`config.mk`:
```
export PLATFORM = sky130hd
export DESIGN_NAME = adc_stream_arbiter
export DESIGN_NICKNAME = d
export VERILOG_FILES = /design/src/rtl/adc_stream_arbiter.sv
export SDC_FILE = /design/constraint.sdc
export NUM_CORES = 1
export LEC_CHECK = 0
export CAP_MARGIN = 10
export CORE_ASPECT_RATIO = 0.8
export CORE_MARGIN = 8
export CORE_UTILIZATION = 32
export CTS_BUF_LIST = sky130_fd_sc_hd__clkbuf_16
export CTS_CLUSTER_SIZE = 30
export DETAILED_ROUTE_END_ITERATION = 12
export DONT_BUFFER_PORTS = 1
export PLACE_DENSITY = 0.46
export SYNTH_ARGS = -nofsm -noshare
export SYNTH_HDL_FRONTEND = slang
export SYNTH_SLANG_ARGS = --single-unit
```
`constraint.sdc`:
```
create_clock -name m_axis_aclk -period 3 [get_ports m_axis_aclk]
set_clock_uncertainty 0.1 [all_clocks]
set_input_delay 0.75 -clock m_axis_aclk [delete_from_list [all_inputs] [get_ports m_axis_aclk]]
set_output_delay 0.75 -clock m_axis_aclk [all_outputs]
set_load 0.1 [all_outputs]
```
`src/rtl/adc_stream_arbiter.sv`:
```
// Burst round-robin merge of ADC channel A/B streams onto one AXI-Stream; zero-latency passthrough while granted.
// One idle cycle between bursts; downstream tready is forwarded to the granted source, the other source sees tready=0.
module adc_stream_arbiter #(
  parameter int DATA_WIDTH = 16,
  parameter int LEN_WIDTH  = 8,
  parameter int CNT_WIDTH  = 16
) (
  input  logic                  m_axis_aclk,
  input  logic                  m_axis_aresetn,
  input  logic                  enable,
  input  logic [1:0]            ch_mask,
  input  logic [LEN_WIDTH-1:0]  burst_len,
  input  logic [DATA_WIDTH-1:0] s_axis_tdata_chA,
  input  logic                  s_axis_tvalid_chA,
  output logic                  s_axis_tready_chA,
  input  logic [DATA_WIDTH-1:0] s_axis_tdata_chB,
  input  logic                  s_axis_tvalid_chB,
  output logic                  s_axis_tready_chB,
  output logic [DATA_WIDTH-1:0] m_axis_tdata,
  output logic                  m_axis_tvalid,
  input  logic                  m_axis_tready,
  output logic                  m_axis_tlast,
  output logic                  m_axis_tuser,
  output logic                  busy,
  output logic [CNT_WIDTH-1:0]  burst_cnt_a,
  output logic [CNT_WIDTH-1:0]  burst_cnt_b
);

  typedef enum logic [1:0] {IDLE, GRANT_A, GRANT_B} state_t;

  localparam logic [LEN_WIDTH-1:0] LEN_ONE = LEN_WIDTH'(1);

  state_t               state, state_nxt;
  logic                 ptr;  // 0 = channel A has priority at next arbitration
  logic [LEN_WIDTH-1:0] beat_cnt;
  logic [LEN_WIDTH-1:0] len_q;
  logic                 cand_a, cand_b;
  logic                 last_beat;
  logic                 beat_done;

  assign cand_a    = enable & ch_mask[0] & s_axis_tvalid_chA;
  assign cand_b    = enable & ch_mask[1] & s_axis_tvalid_chB;
  assign last_beat = (beat_cnt == (len_q - LEN_ONE));

  always_ff @(posedge m_axis_aclk or negedge m_axis_aresetn) begin
    if (!m_axis_aresetn) state <= IDLE;
    else                 state <= state_nxt;
  end

  always_comb begin
    state_nxt         = state;
    m_axis_tdata      = '0;
    m_axis_tvalid     = 1'b0;
    m_axis_tlast      = 1'b0;
    m_axis_tuser      = 1'b0;
    s_axis_tready_chA = 1'b0;
    s_axis_tready_chB = 1'b0;
    busy              = 1'b0;
    beat_done         = 1'b0;
    case (state)
      IDLE: begin
        if (!ptr) begin
          if (cand_a)      state_nxt = GRANT_A;
          else if (cand_b) state_nxt = GRANT_B;
        end else begin
          if (cand_b)      state_nxt = GRANT_B;
          else if (cand_a) state_nxt = GRANT_A;
        end
      end
      GRANT_A: begin
        busy              = 1'b1;
        m_axis_tdata      = s_axis_tdata_chA;
        m_axis_tvalid     = s_axis_tvalid_chA;
        s_axis_tready_chA = m_axis_tready;
        m_axis_tlast      = last_beat;
        beat_done         = s_axis_tvalid_chA & m_axis_tready;
        if (beat_done && last_beat) state_nxt = IDLE;
      end
      GRANT_B: begin
        busy              = 1'b1;
        m_axis_tdata      = s_axis_tdata_chB;
        m_axis_tvalid     = s_axis_tvalid_chB;
        s_axis_tready_chB = m_axis_tready;
        m_axis_tuser      = 1'b1;
        m_axis_tlast      = last_beat;
        beat_done         = s_axis_tvalid_chB & m_axis_tready;
        if (beat_done && last_beat) state_nxt = IDLE;
      end
      default: state_nxt = IDLE;
    endcase
  end

  // Burst length is captured only at grant so a running burst is never truncated.
  always_ff @(posedge m_axis_aclk or negedge m_axis_aresetn) begin
    if (!m_axis_aresetn) begin
      ptr         <= 1'b0;
      beat_cnt    <= '0;
      len_q       <= LEN_ONE;
      burst_cnt_a <= '0;
      burst_cnt_b <= '0;
    end else if (state == IDLE) begin
      if (state_nxt != IDLE) begin
        len_q    <= (burst_len == '0) ? LEN_ONE : burst_len;
        beat_cnt <= '0;
      end
    end else if (beat_done) begin
      if (last_beat) begin
        beat_cnt <= '0;
        ptr      <= (state == GRANT_A);
        if (state == GRANT_A) burst_cnt_a <= burst_cnt_a + CNT_WIDTH'(1);
        else                  burst_cnt_b <= burst_cnt_b + CNT_WIDTH'(1);
      end else begin
        beat_cnt <= beat_cnt + LEN_ONE;
      end
    end
  end

endmodule
```
* After elaboration in Yosys (flattened, before gate mapping)
Index checks and enable logic that the tools add are counted.
Cells by class: add/sub/neg operators 4, eq/ne operators 4, multiplexer cells 21, bitwise gates (word level) 8, reductions and logical operators 12
Operators with widths (number):
- $mux 8 | 5
- $add 16x1->16 const B | 2
- $pmux 16 s2 | 1
- $mux 2 | 7
- $add 8x1->8 const B | 1
- $eq 8x8->1 | 1
- $logic_not 8->1 | 1
- $reduce_and 4->1 | 2
- $sub 8x1->8 const B | 1
- $and 1x1->1 | 6
- $pmux 2 s3 | 1
- $mux 1 | 5
- $pmux 1 s2 | 2
- $reduce_and 2->1 | 2
- $reduce_bool 2->1 | 2
- $reduce_and 3->1 | 1
- $eq 2x1->1 const B | 1
- $eq 2x2->1 const B | 1
- $logic_and 1x1->1 | 2
- $logic_not 2->1 | 1
- $ne 2x1->1 const B | 1
- $not 1->1 | 2
- $reduce_or 2->1 | 1
Storage, ports and cells: register bits 51, output and inout port bits 54, word-level logic and storage cells 55

* Longest topological paths before layout
Gate-level depths: netlist of the first run.
depth in word-level cells 9, depth in mapped cells 10

* Worst setup path after synthesis of the first run
OpenSTA, ideal clock, no wires.
path kind register to output, start register len_q[0], end output m_axis_tlast, data arrival time 3.998 ns, data required time 2.150 ns, slack -1.848 ns, cell stages (with the launch flop) 9, cells stage by stage dfstp_2 -> inv_1 -> ha_1 -> nor3b_2 -> a21oi_1 -> o2111ai_2 -> or2_4 -> buf_4 -> nor3b_1
Between the ends: word-level cells in the longest chain between the ends 3
Ends and longest elaborated chain:
- start: declaration | line 36 | logic [LEN_WIDTH-1:0] len_q;
- start signal: assignment | line 103 | len_q <= (burst_len == '0) ? LEN_ONE : burst_len;
- $sub 8x1->8 | line 43 | assign last_beat = (beat_cnt == (len_q - LEN_ONE));
- $eq 8x8->1 | line 43
- $mux 1 | line 60 | case (state)
- end: declaration | line 22 | output logic m_axis_tlast,
No other way between the ends.

* Worst setup path in the final report of the first run
Same ends and word-level chain as after synthesis.

==> flow_metrics.tcl, run 1 <==
set metrics [dict create \
    io_buffer_count 0 \
    fin_crit_ns 3.062 \
    leakagePower_nw 1.803 \
    synth_fa_ha_area_frac 0.03272 \
    crit_fanout 4 \
    netlist_instances 298 \
    die_area_um2 12960 \
    design.core.area_um2 9489 \
    stdcell_area_um2 4193 \
    p_int_mw 1.916 \
    dp_hpwl_um 6378 \
    fillers 872 \
    drt-total-wl_um 8275 \
    synth_flop_cell "dfrtp_1" \
    power_mw 3.546 \
    cts_max_level 2 \
    avgRoutedWirePerCell_um 17.53 \
    timing.slew.headroom 0.3759 \
    drive_gt1_frac 0.3371 \
    syn_nets 354 \
    synth_compound_area_frac 0.1342 \
    tightest_slew_ns 0.9362 \
    report.final.setup_viol 1 \
    postPlaceCellArea_um2 3965 \
    seq_power_share 0.254 \
    grt_max_degree 52 \
    clock_latency_ns 0.30 \
    vias 2510 \
    top_layer "met4" \
    violations "setup timing" \
    synth_edf_count 0 \
    row_count 32 \
    viasPerCell 5.318 \
    hold_slack_ns 0.04352 \
    synth_xor_area_frac 0.1145 \
    start_util 0.3224 \
    p_sw_frac 0.4596 \
    dp.cells 461 \
    cts.sinks 51 \
    io_pins 102 \
    final-max-slew-violation-count 0 \
    crit_required_ns 2.15 \
    hold_viol 0 \
    end_kind "primary output" \
    numCtsBuffers 5 \
    drc 0 \
    antenna_found_initial 0 \
    final_cells 472 \
    nets 408 \
    cts-root-buf "clkbuf_16" \
    setup-tns-final_ns -0.06243 \
    avgSynthCellArea_um2 10.27 \
    vdd_ir_drop_max_mv 0.6877 \
    grt_pass1_wl_um 13660 \
    synthMuxAreaShare 0.02945 \
    wl_met3_um 664 \
    hold_class "in -> async" \
    synthArstFlopShare 1.000 \
    comb_power_share 0.579 \
    area_growth_pct 37.06 \
    drt-pass1-iter-count 4 \
    die_h_um 103.5 \
    crit_arrival_ns 2.21 \
    clockBufferDepth 2 \
    path_class "reg -> out" \
    timing.final.crit_share 1.021 \
    yosys_warnings 0 \
    regArea_um2 1277 \
    antenna_left 0 \
    rsz0062_at_grt "true" \
    met2_length_um 3577 \
    grt_pass1_vias 2697 \
    multiInputGateArea_um2 1894 \
    grt_overflow_total 0 \
    place_ws_ns 0.1648 \
    cp-start-kind "flip-flop" \
    finalWorstSetupSlack_ns -0.06243 \
    outcome "finished with violations" \
    cts_hold_buf 0 \
    switchingPower_mw 1.630 \
    syn_area_um2 3059 \
    drt_iter0_drc 161 \
    synth_cell_type_count 54 \
    clkPwrFrac 0.168 \
    fmax_mhz 326.5 \
    die_x_um 125.3 \
    synth_top_family_by_area "simple AND/OR/NAND/NOR gates" \
    cts_tree "done" \
    place_congestion 0.8004 \
    path_clk_slew_ns 0.08 \
    gr-usage-all-layers 0.1294 \
    yosys.area_share.simple 0.2413 \
    n_antenna_cell 0 \
    mostFrequentLayoutCells "50 x dfrtp_1, 42 x buf_4, 27 x xnor2_1" \
    ys_seq_elements 51 \
    met1_length_um 3907 \
    power.density_nw_per_um2 845.8 \
    utilization 0.4419 \
    seq_area_frac_synth 0.4176 \
    drv_cap 0 \
    layout_commonest_cell "dfrtp_1" \
]
[registers in the layout (all words and copies together) (netlist names)]
signal       cells
ptr              1
state            2
beat_cnt         8
len_q            8
burst_cnt_a     16
burst_cnt_b     16
[worst max-delay path: stages, from the launching register on]
cell      delay (ns)
dfstp_2         0.54
inv_2           0.05
ha_4            0.16
nand2b_4        0.14
a211oi_4        0.26
nor3_4          0.08
or2_4           0.27
nor3b_4         0.21
buf_12          0.20
[synth_stat cells, types with 2 or more instances]
| cell | number | area share |
|---|---|---|
| mux2_2 | 6 | 0.022 |
| buf_4 | 2 | 0.0049 |
| clkbuf_1 | 7 | 0.0086 |
| mux2_1 | 2 | 0.0074 |
| o311ai_1 | 4 | 0.011 |
| and4_1 | 3 | 0.0086 |
| nand3_1 | 17 | 0.028 |
| nor2b_1 | 18 | 0.037 |
| buf_1 | 2 | 0.0025 |
| nand3b_1 | 3 | 0.0074 |
| inv_1 | 6 | 0.0074 |
| nor3_1 | 4 | 0.0065 |
| a221o_1 | 2 | 0.0065 |
| a21oi_1 | 3 | 0.0049 |
| a22oi_1 | 17 | 0.042 |
| buf_2 | 2 | 0.0033 |
| ha_1 | 8 | 0.033 |
| a311o_1 | 2 | 0.0065 |
| xnor2_1 | 27 | 0.077 |
| and3_1 | 12 | 0.025 |
| o311a_1 | 3 | 0.0098 |
| xor2_1 | 13 | 0.037 |
| nand2_1 | 16 | 0.020 |
| nor4_2 | 5 | 0.020 |
| and2_1 | 8 | 0.016 |
| nor3b_1 | 3 | 0.0074 |
| o21ai_0 | 8 | 0.013 |
| a211oi_1 | 2 | 0.0049 |
| nor4_1 | 2 | 0.0041 |
| dfrtp_1 | 50 | 0.41 |
| nand4_1 | 11 | 0.022 |
| nor2_1 | 7 | 0.0086 |
| nand2b_1 | 2 | 0.0041 |
[kinds of logic after synthesis]
logic type               Yosys count
AND/OR/NAND/NOR                  119
AO/OA/AOI/OAI                     52
flip-flops                        51
XOR/XNOR                          40
buffers and inverters             20
multiplexers                       8
adder cells (fa/ha/maj)            8
[power by group through the flow]
| stage | logic [mW] | clock network (mW) | registers [mW] |
|---|---|---|---|
| after global routing | 2.18 | 0.641 | 0.914 |
| after CTS | 2.03 | 0.619 | 0.901 |
| after detailed placement | 1.94 | 0 | 0.914 |
| final | 2.05 | 0.594 | 0.900 |
| after global placement | 1.93 | 0 | 0.912 |
| after floorplan | 1.47 | 0 | 0.882 |
[per-layer routing]
layer / up-vias / global-route usage
met3: 8 / 0.04611
li1: 1200 / -
met2: 82 / 0.2016
met1: 1220 / 0.1663
met4: 0 / 0.03918
met5: - / 0
[cell type report]
type / count / area share
Timing Repair Buffer: 61 / 0.1659
Multi-Input combinational cell: 227 / 0.4518
Clock inverter: 3 / 0.006864
Tap cell: 119 / 0.03551
Sequential cell: 51 / 0.3047
Inverter: 6 / 0.005372
Clock buffer: 5 / 0.02984
[worst paths after layout]
kind	startpoint	cells after the start	slack [ns]	to
max in group asynchronous	m_axis_aresetn	0	2.57	len_q[0]
min in group m_axis_aclk	burst_cnt_b[13]	1	0.41	burst_cnt_b[13]
min reg2reg	burst_cnt_b[13]	1	0.41	burst_cnt_b[13]
max	len_q[0]	8	-0.06	m_axis_tlast
min	m_axis_aresetn	0	0.04	burst_cnt_b[11]
max reg2reg	len_q[0]	9	0.38	burst_cnt_b[1]
[timing repair]
| item | CTS | global route |
|---|---|---|
| setup buffers | 2 | 1 |
| endpoints found under the setup margin | 1 | 1 |
| pin swaps | 5 | 1 |
| endpoints found under the hold margin | 0 | 0 |
| resized for setup | 7 | 2 |
(Power assumes the default switching activity.)
==> inputs of run 2 (changes only) <==
--- a/config.mk
+++ b/config.mk
@@ -16,2 +16,3 @@
 export PLACE_DENSITY = 0.46
+export REMOVE_ABC_BUFFERS = 1
 export SYNTH_ARGS = -nofsm -noshare
--- a/constraint.sdc
+++ b/constraint.sdc
@@ -4,2 +4,2 @@
 set_output_delay 0.75 -clock m_axis_aclk [all_outputs]
-set_load 0.1 [all_outputs]
+set_load 0.02 [all_outputs]
==> run 2 against run 1 <==
Compared with the run above: the run now ends clean; first-iteration DRC count shrank 48%; maximum frequency increased by 3.8%; via count decreased by 8.2%; hold slack worse by 0.0039 ns; sequential power hardly changed; critical path type unchanged; critical endpoint unchanged; largest power group unchanged.
==> flow_metrics.tcl, run 2 (synthesized netlist as in run 1, its figures left out) <==
set metrics [dict create \
    top_regs "burst_cnt_a: 16 flops, burst_cnt_b: 16 flops" \
    clock_latency_ns 0.30 \
    cp-start-kind "flip-flop" \
    place_ws_ns 0.1941 \
    vdd_ir_drop_max_mv 0.4990 \
    layout_commonest_cell "dfrtp_1" \
    fillers 952 \
    start_util 0.3224 \
    finalWorstSetupSlack_ns 0.05080 \
    drive_gt1_frac 0.1656 \
    met2_length_um 3267 \
    crit_family "simple AND/OR/NAND/NOR gates" \
    path_class "reg -> out" \
    n_antenna_cell 0 \
    grt_pass1_vias 2337 \
    critical_path.cell_chain "inv_2 -> ha_4 -> nor3b_4 -> a21oi_2 -> o2111ai_2 -> or2_4 -> nor3b_2 -> buf_4" \
    drt-total-wl_um 7780 \
    mostFrequentLayoutCells "50 x dfrtp_1, 27 x xnor2_1, 18 x nor2b_1" \
    design.core.area_um2 9489 \
    drt_iter0_drc 84 \
    io_pins 102 \
    final-max-slew-violation-count 0 \
    place_congestion 0.7868 \
    crit_slowest_cell "dfstp_2" \
    cts_tree "done" \
    drt-pass1-iter-count 4 \
    r2r_slack_ns 0.28 \
    die_h_um 103.5 \
    nets 363 \
    cts_max_level 2 \
    hold_class "in -> async" \
    regArea_um2 1277 \
    top_layer "met4" \
    row_count 32 \
    antenna_left 0 \
    path_clk_slew_ns 0.08 \
    io_buffer_count 0 \
    cpPeakStageDelay_ns 0.55 \
    outcome "completed" \
    clockBufferDepth 2 \
    drv_cap 0 \
    power_mw 2.623 \
    met1_length_um 3979 \
    grt_pass1_wl_um 12210 \
    die_area_um2 12960 \
    gr-usage-all-layers 0.1166 \
    fin_crit_ns 2.949 \
    antenna_found_initial 0 \
    multiInputGateArea_um2 1722 \
    area_growth_pct 12.92 \
    r2r_end "burst_cnt_b[1]" \
    r2r_cells 10 \
    leakagePower_nw 1.445 \
    cts-root-buf "clkbuf_16" \
    viasPerCell 5.396 \
    crit_required_ns 2.15 \
    numCtsBuffers 5 \
    avgRoutedWirePerCell_um 18.22 \
    setup-tns-final_ns 0 \
    drc 0 \
    report.final.setup_viol 0 \
    dp_hpwl_um 5763 \
    power.density_nw_per_um2 759.2 \
    end_kind "primary output" \
    wl_met3_um 494 \
    dp.cells 415 \
    crit_arrival_ns 2.10 \
    grt_overflow_total 0 \
    tightest_slew_ns 0.5314 \
    cts_hold_buf 0 \
    crit_fanout 4 \
    timing.final.crit_share 0.9831 \
    grt_max_degree 52 \
    hold_viol 0 \
    timing.slew.headroom 0.6445 \
    crit_start "len_q[0]" \
    die_x_um 125.3 \
    worst-path-buf-inv 2 \
    fmax_mhz 339.1 \
    final_cells 427 \
    cts.sinks 51 \
    vias 2304 \
    rsz0062_at_grt "true" \
    timing.rr.start "len_q[0]" \
]
[run 2: how the worst max path moves through the flow]
stage                                end  depth (start not counted)
final                       m_axis_tlast                          8
after global routing        m_axis_tlast                          8
after CTS                   m_axis_tlast                          8
after detailed placement    m_axis_tlast                          8
after global placement      m_axis_tlast                          8
after floorplan           burst_cnt_a[1]                          8
[run 2: cell type report]
type	instances	share of cell area
clock buffers	5	0.03622
repair buffers	16	0.03839
clock inverters	3	0.007606
flip-flops and latches	51	0.3698
inverters	6	0.006519
well taps	119	0.04310
multi-input cells	227	0.4984
[run 2: power by group]
part / internal (mW) / switching [mW] / leakage, nW
combinational: 0.480 / 0.645 / 0.686
sequential: 0.775 / 0.123 / 0.684
clock: 0.318 / 0.283 / 0.0748
[run 2: what timing repair did]
action                                  4_1_cts  5_1_grt
endpoints found under the setup margin        1        1
setup buffers                                 1        3
pin swaps                                     5        5
gates resized for setup                       7        1
[run 2: per-stage QoR]
| stage | hold slack [ns] | utilization | cell area [µm²] |
|---|---|---|---|
| detailed placement | 0.3574 | 0.3415 | 3241 |
| global placement | 0.3574 | 0.3415 | 3241 |
| CTS | 0.03108 | 0.3617 | 3432 |
| finish | 0.03961 | 0.3641 | 3455 |
| floorplan | 0.3544 | - | 2989 |
| global route | 0.02385 | 0.3641 | 3455 |
[run 2: worst reg2reg max path, delay by kind of cell (launching register included)]
family	cells	cell delay [ns]
AOI/OAI and AO/OA	2	0.30
adders and majority gates	1	0.16
buffers and inverters	3	0.36
and+or+nand+nor	3	0.78
muxes	1	0.35
DFF	1	0.55
[run 2: metal layers]
metal / GRT usage / vias to the layer above
met5: 0 / -
met4: 0.02239 / 0
met3: 0.03945 / 4
met2: 0.1708 / 66
met1: 0.1635 / 1119
li1: - / 1115
==> inputs of run 3 (changes only) <==
BUFFER_PORTS_ARGS = -buffer_cell sky130_fd_sc_hd__buf_2   (was default)
DONT_BUFFER_PORTS = default   (was 1)
PLACE_DENSITY = 0.57   (was 0.46)
==> run 3 against run 2 <==
Compared with the run above: core utilization rose by 5.6 points; flip-flop and latch count is the same; sequential power increased by 0.6%; sequential share of layout area is 4.9 points lower; non-clock buffer count is 102 higher; final area increased by 15%; first-iteration DRC count rose by 45%; die area unchanged; clock-buffer cell count is the same; routed wire length is 8.8% higher; register-to-register slack improved by 0.06 ns; maximum frequency is 1.3% lower.
==> flow_metrics.tcl, run 3 (synthesized netlist as in run 1, its figures left out) <==
set metrics [dict create \
    final_cells 529 \
    r2r_cells 11 \
    fin_crit_ns 2.988 \
    timing.rr.start "len_q[1]" \
    io_buffer_count 101 \
    timing.final.crit_share 0.9961 \
    top_regs "burst_cnt_a: 16 flops, burst_cnt_b: 16 flops" \
    avgRoutedWirePerCell_um 16.00 \
    path_clk_slew_ns 0.08 \
    grt_overflow_total 0 \
    fillers 975 \
    critical_path.cell_chain "inv_2 -> ha_4 -> nor3b_4 -> and3_4 -> o2111ai_2 -> or2_4 -> nor3b_2 -> buf_4" \
    cp-start-kind "flip-flop" \
    drt_iter0_drc 122 \
    final-max-slew-violation-count 0 \
    grt_max_degree 27 \
    crit_arrival_ns 2.14 \
    cts_tree "done" \
    rsz0062_at_grt "true" \
    numCtsBuffers 5 \
    outcome "completed" \
    design.core.area_um2 9489 \
    report.final.setup_viol 0 \
    cts_max_level 2 \
    viasPerCell 5.129 \
    row_count 32 \
    crit_slowest_cell "dfrtp_1" \
    crit_fanout 4 \
    drc 0 \
    antenna_left 0 \
    leakagePower_nw 1.933 \
    end_kind "primary output" \
    clock_latency_ns 0.29 \
    io_pins 102 \
    drive_gt1_frac 0.3780 \
    clockBufferDepth 2 \
    path_class "reg -> out" \
    fmax_mhz 334.7 \
    cts.sinks 51 \
    timing.slew.headroom 0.6373 \
    r2r_end "burst_cnt_a[1]" \
    layout_commonest_cell "buf_2" \
    place_congestion 0.7718 \
    die_h_um 103.5 \
    place_ws_ns 0.1666 \
    cts-root-buf "clkbuf_16" \
    area_growth_pct 30.18 \
    drt-pass1-iter-count 4 \
    dp_hpwl_um 6361 \
    crit_required_ns 2.15 \
    die_x_um 125.3 \
    postPlaceCellArea_um2 3754 \
    gr-usage-all-layers 0.1299 \
    antenna_found_initial 0 \
    r2r_slack_ns 0.34 \
    finalWorstSetupSlack_ns 0.01180 \
    hold_class "in -> async" \
    n_antenna_cell 0 \
    vdd_ir_drop_max_mv 0.3322 \
    nets 465 \
    cpPeakStageDelay_ns 0.41 \
    hold_viol 0 \
    drv_cap 0 \
    grt_pass1_wl_um 13790 \
    grt_pass1_vias 2814 \
    tightest_slew_ns 0.5420 \
    drt-total-wl_um 8463 \
    start_util 0.3224 \
    vias 2713 \
    die_area_um2 12960 \
    power.density_nw_per_um2 699.0 \
    power_mw 2.784 \
    mostFrequentLayoutCells "100 x buf_2, 50 x dfrtp_1, 27 x xnor2_1" \
    stdcell_area_um2 3983 \
    dp.cells 517 \
]
[run 3: changes by cell type in the layout (fill, tap and decap cells not counted), sizes merged]
cell	previous run	this run
inv	8	7
clkinv	1	2
buf	16	118
[run 3: where the power goes]
part | leakage, nW | total [mW] | internal [mW] | switching [mW]
combinational | 1.17 | 1.28 | 0.563 | 0.718
clock | 0.0759 | 0.600 | 0.319 | 0.281
sequential | 0.684 | 0.903 | 0.775 | 0.128
total | 1.93 | 2.78 | 1.66 | 1.13
[run 3: worst max path at each step]
| stage | endpoint | from | cells past startpoint |
|---|---|---|---|
| 2_1_floorplan | burst_cnt_a[1] | state[0] | 8 |
| 3_3_place_gp | m_axis_tlast | len_q[0] | 8 |
| 3_5_place_dp | m_axis_tlast | len_q[0] | 8 |
| 4_1_cts | m_axis_tlast | len_q[1] | 8 |
| 5_1_grt | m_axis_tlast | len_q[1] | 8 |
| 6_report | m_axis_tlast | len_q[1] | 8 |
[run 3: metal layers]
| metal | global-route usage | part of all wire | vias to the layer above |
|---|---|---|---|
| met5 | 0 | 0 | - |
| met4 | 0.03078 | 0.0058 | 0 |
| met3 | 0.04406 | 0.065 | 7 |
| met2 | 0.1958 | 0.43 | 79 |
| met1 | 0.1760 | 0.50 | 1310 |
| li1 | - | - | 1317 |
[run 3: metrics by stage]
stage / hold WS, ns / util / TNS (ns)
after floorplan: 0.3544 / - / -4.423
after global placement: 0.3571 / 0.3956 / 0
after detailed placement: 0.3628 / 0.3956 / 0
after CTS: 0.2662 / 0.4171 / 0
after global routing: 0.2750 / 0.4197 / -0.07916
final: 0.2560 / 0.4197 / 0
[run 3: critical path: cells and delay by family, from the launching register on]
family | cells | cell delay (ns)
adder cells (fa/ha/maj) | 1 | 0.15
flip-flops | 1 | 0.41
AND/OR/NAND/NOR | 4 | 0.87
AO/OA/AOI/OAI | 1 | 0.14
buffers and inverters | 2 | 0.26
[run 3: area by class of cell]
type	count	area [µm²]	share of cell area
Timing Repair Buffer	118	648.1	0.1627
Inverter	6	22.52	0.005655
Tap cell	119	148.9	0.03739
Multi-Input combinational cell	227	1732	0.4348
Clock buffer	5	125.1	0.03142
Sequential cell	51	1277	0.3208
Clock inverter	3	28.78	0.007226
[run 3: repair_timing]
item,CTS,global route
resized for setup,9,2
buffers inserted,2,2
hold buffers,0,0
gates cloned,0,0
pin swaps,5,4
setup endpoints to repair,1,1
